$ cat src/rtl/sr_bank_arbiter_pkg.sv
// Shared op encoding and helpers for the SR bank arbiter and requester-side logic.
package sr_bank_arbiter_pkg;

  localparam int unsigned OP_W = 2;

  typedef enum logic [OP_W-1:0] {
    OP_NOP  = 2'b00,
    OP_SET  = 2'b01,
    OP_CLR  = 2'b10,
    OP_LOAD = 2'b11
  } op_e;

  // NOP ops never enter arbitration, even with req asserted.
  function automatic logic op_active(input op_e o);
    return o != OP_NOP;
  endfunction

endpackage

$ cat src/rtl/sr_cell_bank.sv
// Bank of W clocked SR storage cells with complementary outputs.
module sr_cell_bank #(
  parameter int unsigned W = 8
) (
  input  logic         clk,
  input  logic         rst,
  input  logic [W-1:0] s,
  input  logic [W-1:0] r,
  output logic [W-1:0] q,
  output logic [W-1:0] qbar
);

  logic [W-1:0] q_nxt;

  // Per-bit SR behaviour; s=r=1 is never driven and yields x if it ever is.
  always_comb begin
    q_nxt = q;
    for (int unsigned i = 0; i < W; i++) begin
      case ({s[i], r[i]})
        2'b10:   q_nxt[i] = 1'b1;
        2'b01:   q_nxt[i] = 1'b0;
        2'b11:   q_nxt[i] = 1'bx;
        default: q_nxt[i] = q[i];
      endcase
    end
  end

  always_ff @(posedge clk) begin
    if (rst) begin
      q    <= '0;
      qbar <= '1;
    end else begin
      q    <= q_nxt;
      qbar <= ~q_nxt;
    end
  end

endmodule

$ cat src/rtl/sr_bank_arbiter.sv
// Round-robin arbiter serialising SET/CLR/LOAD ops from N requesters onto one SR cell bank.
module sr_bank_arbiter
  import sr_bank_arbiter_pkg::*;
#(
  parameter int unsigned N = 4,
  parameter int unsigned W = 8
) (
  input  logic            clk,
  input  logic            rst,
  input  logic [N-1:0]    req,
  input  logic [OP_W*N-1:0] op,
  input  logic [W*N-1:0]  mask,
  input  logic [W*N-1:0]  data,
  output logic [N-1:0]    gnt,
  output logic [W-1:0]    q,
  output logic [W-1:0]    qbar,
  output logic            busy
);

  localparam int unsigned PTR_W = (N > 1) ? $clog2(N) : 1;

  logic [N-1:0]     elig;
  logic [PTR_W-1:0] rr_ptr;
  logic [PTR_W-1:0] win_idx;
  logic             win_found;
  op_e              sel_op;
  logic [W-1:0]     sel_mask;
  logic [W-1:0]     sel_data;
  logic [W-1:0]     s_nxt;
  logic [W-1:0]     r_nxt;
  logic [W-1:0]     s_stg;
  logic [W-1:0]     r_stg;

  // A requester granted last cycle sits out one cycle so a held req is not reapplied.
  always_comb begin
    elig = '0;
    for (int unsigned i = 0; i < N; i++) begin
      elig[i] = req[i] && op_active(op_e'(op[OP_W*i +: OP_W])) && !gnt[i];
    end
  end

  // Rotating priority search starting at the round-robin pointer.
  always_comb begin
    int unsigned idx;
    win_found = 1'b0;
    win_idx   = '0;
    idx       = 0;
    for (int unsigned k = 0; k < N; k++) begin
      idx = (32'(rr_ptr) + k) % N;
      if (!win_found && elig[PTR_W'(idx)]) begin
        win_found = 1'b1;
        win_idx   = PTR_W'(idx);
      end
    end
  end

  always_comb begin
    sel_op   = OP_NOP;
    sel_mask = '0;
    sel_data = '0;
    for (int unsigned i = 0; i < N; i++) begin
      if (win_found && (win_idx == PTR_W'(i))) begin
        sel_op   = op_e'(op[OP_W*i +: OP_W]);
        sel_mask = mask[W*i +: W];
        sel_data = data[W*i +: W];
      end
    end
  end

  // Op decode; s and r are disjoint by construction for every opcode.
  always_comb begin
    s_nxt = '0;
    r_nxt = '0;
    case (sel_op)
      OP_SET: s_nxt = sel_mask;
      OP_CLR: r_nxt = sel_mask;
      OP_LOAD: begin
        s_nxt = sel_mask & sel_data;
        r_nxt = sel_mask & ~sel_data;
      end
      default: begin
        s_nxt = '0;
        r_nxt = '0;
      end
    endcase
  end

  always_ff @(posedge clk) begin
    if (rst) begin
      gnt    <= '0;
      busy   <= 1'b0;
      s_stg  <= '0;
      r_stg  <= '0;
      rr_ptr <= '0;
    end else if (win_found) begin
      gnt    <= N'(1) << win_idx;
      busy   <= 1'b1;
      s_stg  <= s_nxt;
      r_stg  <= r_nxt;
      rr_ptr <= (win_idx == PTR_W'(N - 1)) ? '0 : win_idx + PTR_W'(1);
    end else begin
      gnt    <= '0;
      busy   <= 1'b0;
      s_stg  <= '0;
      r_stg  <= '0;
    end
  end

  sr_cell_bank #(
    .W (W)
  ) u_bank (
    .clk  (clk),
    .rst  (rst),
    .s    (s_stg),
    .r    (r_stg),
    .q    (q),
    .qbar (qbar)
  );

  a_no_forbidden: assert property (@(posedge clk) (s_stg & r_stg) == '0)
    else $error("sr_bank_arbiter: s and r both high on a cell");

  a_nxt_disjoint: assert property (@(posedge clk) (s_nxt & r_nxt) == '0)
    else $error("sr_bank_arbiter: decoded s/r overlap");

endmodule

$ cat config.mk
export PLATFORM = sky130hd
export DESIGN_NAME = sr_bank_arbiter
export DESIGN_NICKNAME = d
export VERILOG_FILES = /design/src/rtl/sr_bank_arbiter_pkg.sv /design/src/rtl/sr_cell_bank.sv /design/src/rtl/sr_bank_arbiter.sv
export SDC_FILE = /design/constraint.sdc
export NUM_CORES = 1
export LEC_CHECK = 0
export CORE_UTILIZATION = 45
export DETAILED_ROUTE_END_ITERATION = 12
export GPL_TIMING_DRIVEN = 0
export HOLD_SLACK_MARGIN = 0.12
export PLACE_DENSITY = 0.86
export REMOVE_ABC_BUFFERS = 1
export SYNTH_ARGS = -nofsm -noshare
export SYNTH_HDL_FRONTEND = slang
export SYNTH_SLANG_ARGS = --single-unit
$ cat constraint.sdc
create_clock -name clk -period 7.6 [get_ports clk]
set_input_delay 0.76 -clock clk [delete_from_list [all_inputs] [get_ports clk]]
set_output_delay 0.76 -clock clk [all_outputs]
set_load 0.05 [all_outputs]
==> results.sh <==
export IMPL_die_w_um=71.1
export IMPL_syn_area_um2=2150
export IMPL_worstPathBufferInverterCount=1
export IMPL_synth_edf_count=0
export IMPL_cp_depth=11
export IMPL_status="finished, violations left"
export IMPL_ctsHoldBuffers=0
export IMPL_synth_mux_area_frac=0.0373
export IMPL_fin_setup_tns_ns=0
export IMPL_cts_num_sinks=39
export IMPL_post_cts_setup_buffers=0
export IMPL_async_flop_share=0
export IMPL_synth_top_family_by_area="compound AO/OA/AOI/OAI gates"
export IMPL_setup_viol=0
export IMPL_violations="DRC"
export IMPL_ir_worst_vdd_mv=0.273
export IMPL_antenna_found_initial=0
export IMPL_rsz0062_at_grt="no"
export IMPL_cts_tree="yes"
export IMPL_ys_flop_type="dfxtp_1"
export IMPL_grt_remaining_overflow=0
export IMPL_cp_max_fo=20
export IMPL_fin_crit_ns=5.05
export IMPL_ys_ff_latch=39
export IMPL_wl_per_cell_um=16.1
export IMPL_cts_inserted_buffers=5
export IMPL_hold_viol_final=0
export IMPL_fin_area_um2=3240
export IMPL_start_kind="input pin"
export IMPL_grt_pass1_vias=2225
export IMPL_slowest_stage="nor2b_1"
export IMPL_ys_seq_area_frac=0.363
export IMPL_synth_fa_ha_area_frac=0.0699
export IMPL_nets=429
export IMPL_die_y_um=71.1
export IMPL_via_per_inst=5.56
export IMPL_clock_tree_buffer_depth=2
export IMPL_yosys_warnings=0
export IMPL_ant_nets=0
export IMPL_post_cts_resized=0
export IMPL_power_leakage_nw=1.25
export IMPL_rows=24
export IMPL_coreArea_um2=4470
export IMPL_insertion_delay_ns=0.30
export IMPL_place_inst=384
export IMPL_cts_root_buf="clkbuf_8"
export IMPL_fin_cells=392
export IMPL_fin_crit_sh=0.664
export IMPL_drt_pass1_iter_count=9
export IMPL_end_kind="flip-flop"
export IMPL_track_usage=0.267
export IMPL_drv_cap=0
export IMPL_synth_compound_area_share=0.238
export IMPL_die_area_um2=5050
export IMPL_p_per_area_nw_per_um2=337
export IMPL_drt_total_wl_mm=6.31
export IMPL_drc_errors=6
export IMPL_whs_ns=0.506
export IMPL_worstPathCellList="clkdlybuf4s50_1 -> nor2_1 -> o22ai_1 -> or2_1 -> and2_1 -> ha_1 -> nor2b_1 -> a221o_1 -> a22oi_2 -> or3_1 -> nor3b_1"
export IMPL_synth_xor_area_frac=0
export IMPL_synthToLayoutAreaGrowth_pct=51.0
export IMPL_cp_arrival_ns=5.26
export IMPL_max_slew_margin_rel=0.0765
export IMPL_io_pins=99
export IMPL_grt_pass1_wl_mm=10.4
export IMPL_initial_core_util=0.480
export IMPL_placed_area_um2=3110
export IMPL_critPathTopFamily="simple AND/OR/NAND/NOR gates"
export IMPL_ys_types=37
export IMPL_syn_inst=249
export IMPL_vias=2180
export IMPL_cts_max_level=2
export IMPL_drv_slew=0
export IMPL_pre_cts_slack_ns=2.29
export IMPL_setup_slack_ns=2.55
export IMPL_required_ns=7.81
export IMPL_drtIter0Drc=130
export IMPL_grt_max_degree=24
export IMPL_port_buffers=98
export IMPL_fmaxAchievable_mhz=198
export IMPL_r2r_cells=10
export IMPL_clkTransAtPathRegs_ns=0.07
export IMPL_fin_skew_ns=0.00606
export IMPL_worst_pin_slew_ns=1.38
export IMPL_dpl_hpwl_mm=4.57
export IMPL_crit_type="in2reg"
export IMPL_drive_gt1_frac=0.0676
export IMPL_place_gp_congestion=0.838
export IMPL_min_path_cells=2
export IMPL_hold_class="reg2reg"
export IMPL_synthSimpleGateAreaFrac=0.220
export IMPL_cpPeakStageDelay_ns=1.17
export IMPL_avgSynthCellArea_um2=8.63
export IMPL_insertedDiodeCount=0
-- Yosys cell counts (5+ instances only) --
library cell | count | area [um2]
o22ai_1 | 10 | 62.6
nor2b_1 | 10 | 62.6
nand2_1 | 36 | 135
o211ai_1 | 10 | 75.1
dfxtp_1 | 39 | 781
a221oi_1 | 8 | 70.1
inv_1 | 18 | 67.6
a211oi_2 | 8 | 100
nor3b_1 | 8 | 60.1
a21oi_1 | 11 | 55.1
clkbuf_1 | 8 | 30.0
ha_1 | 12 | 150
nor2_1 | 19 | 71.3
o31ai_1 | 8 | 60.1
mux2i_1 | 8 | 80.1
nand2b_1 | 5 | 31.3
-- area by class of cell --
type	count	area [um2]
Fill cell	384	1230
Multi-Input combinational cell	176	1210
Timing Repair Buffer	98	981
Sequential cell	39	781
Clock buffer	6	72.6
Inverter	19	71.3
Tap cell	52	65.1
Clock inverter	2	60.1
-- logic make-up (layout without fill, tap and decap cells) --
logic type,after synthesis,in the layout
multiplexers,8,8
adder cells (fa/ha/maj),12,12
AO/OA/AOI/OAI,63,63
flip-flops,39,39
AND/OR/NAND/NOR,93,93
buffers and inverters,34,125
-- flip-flops by register name (all words and copies together) (netlist names) --
signal	count
u_bank.qbar	8
r_stg	8
s_stg	8
busy	1
rr_ptr	2
u_bank.q	8
gnt	4
-- where the power goes --
| part | internal [mW] | switching [mW] | total, mW |
|---|---|---|---|
| Combinational | 0.249 | 0.392 | 0.641 |
| Sequential | 0.234 | 0.0131 | 0.247 |
| Clock | 0.131 | 0.0725 | 0.204 |
| Total | 0.615 | 0.477 | 1.09 |
-- routing by layer --
layer  GRT usage  part of all wire  vias up
met5           0                 0        -
met4      0.0956             0.019        0
met1       0.314              0.41     1017
met3      0.0556             0.066       10
met2       0.478              0.51       92
li1            -                 -     1061
-- stage by stage --
| step | total power [mW] | util |
|---|---|---|
| after global placement | 0.862 | 0.695 |
| after global routing | 1.16 | 0.725 |
| after floorplan | 0.701 | - |
| after detailed placement | 0.879 | 0.695 |
| after CTS | 1.09 | 0.725 |
| final | 1.09 | 0.725 |
-- cell usage in the layout (no fill, tap or decap) --
cell type,count
a211oi_2,8
o311ai_0,1
nand3b_4,1
bufinv_16,2
mux2i_1,8
nor2_1,19
or2_2,3
or3b_1,1
or3_1,3
nor2b_1,10
or4_1,1
nor3b_1,8
a221o_1,1
clkdlybuf4s50_1,98
ha_1,12
or2_1,1
a221oi_1,8
clkbuf_8,5
a22oi_2,1
and2_1,1
o21ai_2,1
dfxtp_1,39
inv_1,18
a2bb2oi_4,1
a32oi_1,1
clkbuf_1,1
nand2b_1,5
o31ai_1,8
nor4_1,2
o211ai_1,10
a211oi_1,1
a31oi_1,1
o22ai_1,10
nand2_1,36
a21oi_1,11
inv_2,1
and3_1,2
-- worst reg2reg max path: cells and delay by family, from the launching register on --
| family | cells | cell delay (ns) |
|---|---|---|
| compound gates | 4 | 1.19 |
| flops | 1 | 0.31 |
| simple gates | 5 | 2.17 |
| fa+ha+maj | 1 | 0.71 |
-- worst paths after layout --
check	start	to	slack (ns)
hold reg to reg	rr_ptr[1]$_SDFFE_PP0P_	rr_ptr[1]$_SDFFE_PP0P_	0.51
setup / recovery	op[5]	s_stg[2]$_SDFF_PP0_	2.55
setup reg to reg	gnt[1]$_SDFF_PP0_	r_stg[2]$_SDFF_PP0_	3.15
hold / removal	rr_ptr[1]$_SDFFE_PP0P_	rr_ptr[1]$_SDFFE_PP0P_	0.51
Note: power is estimated with default switching activity, not from simulation.
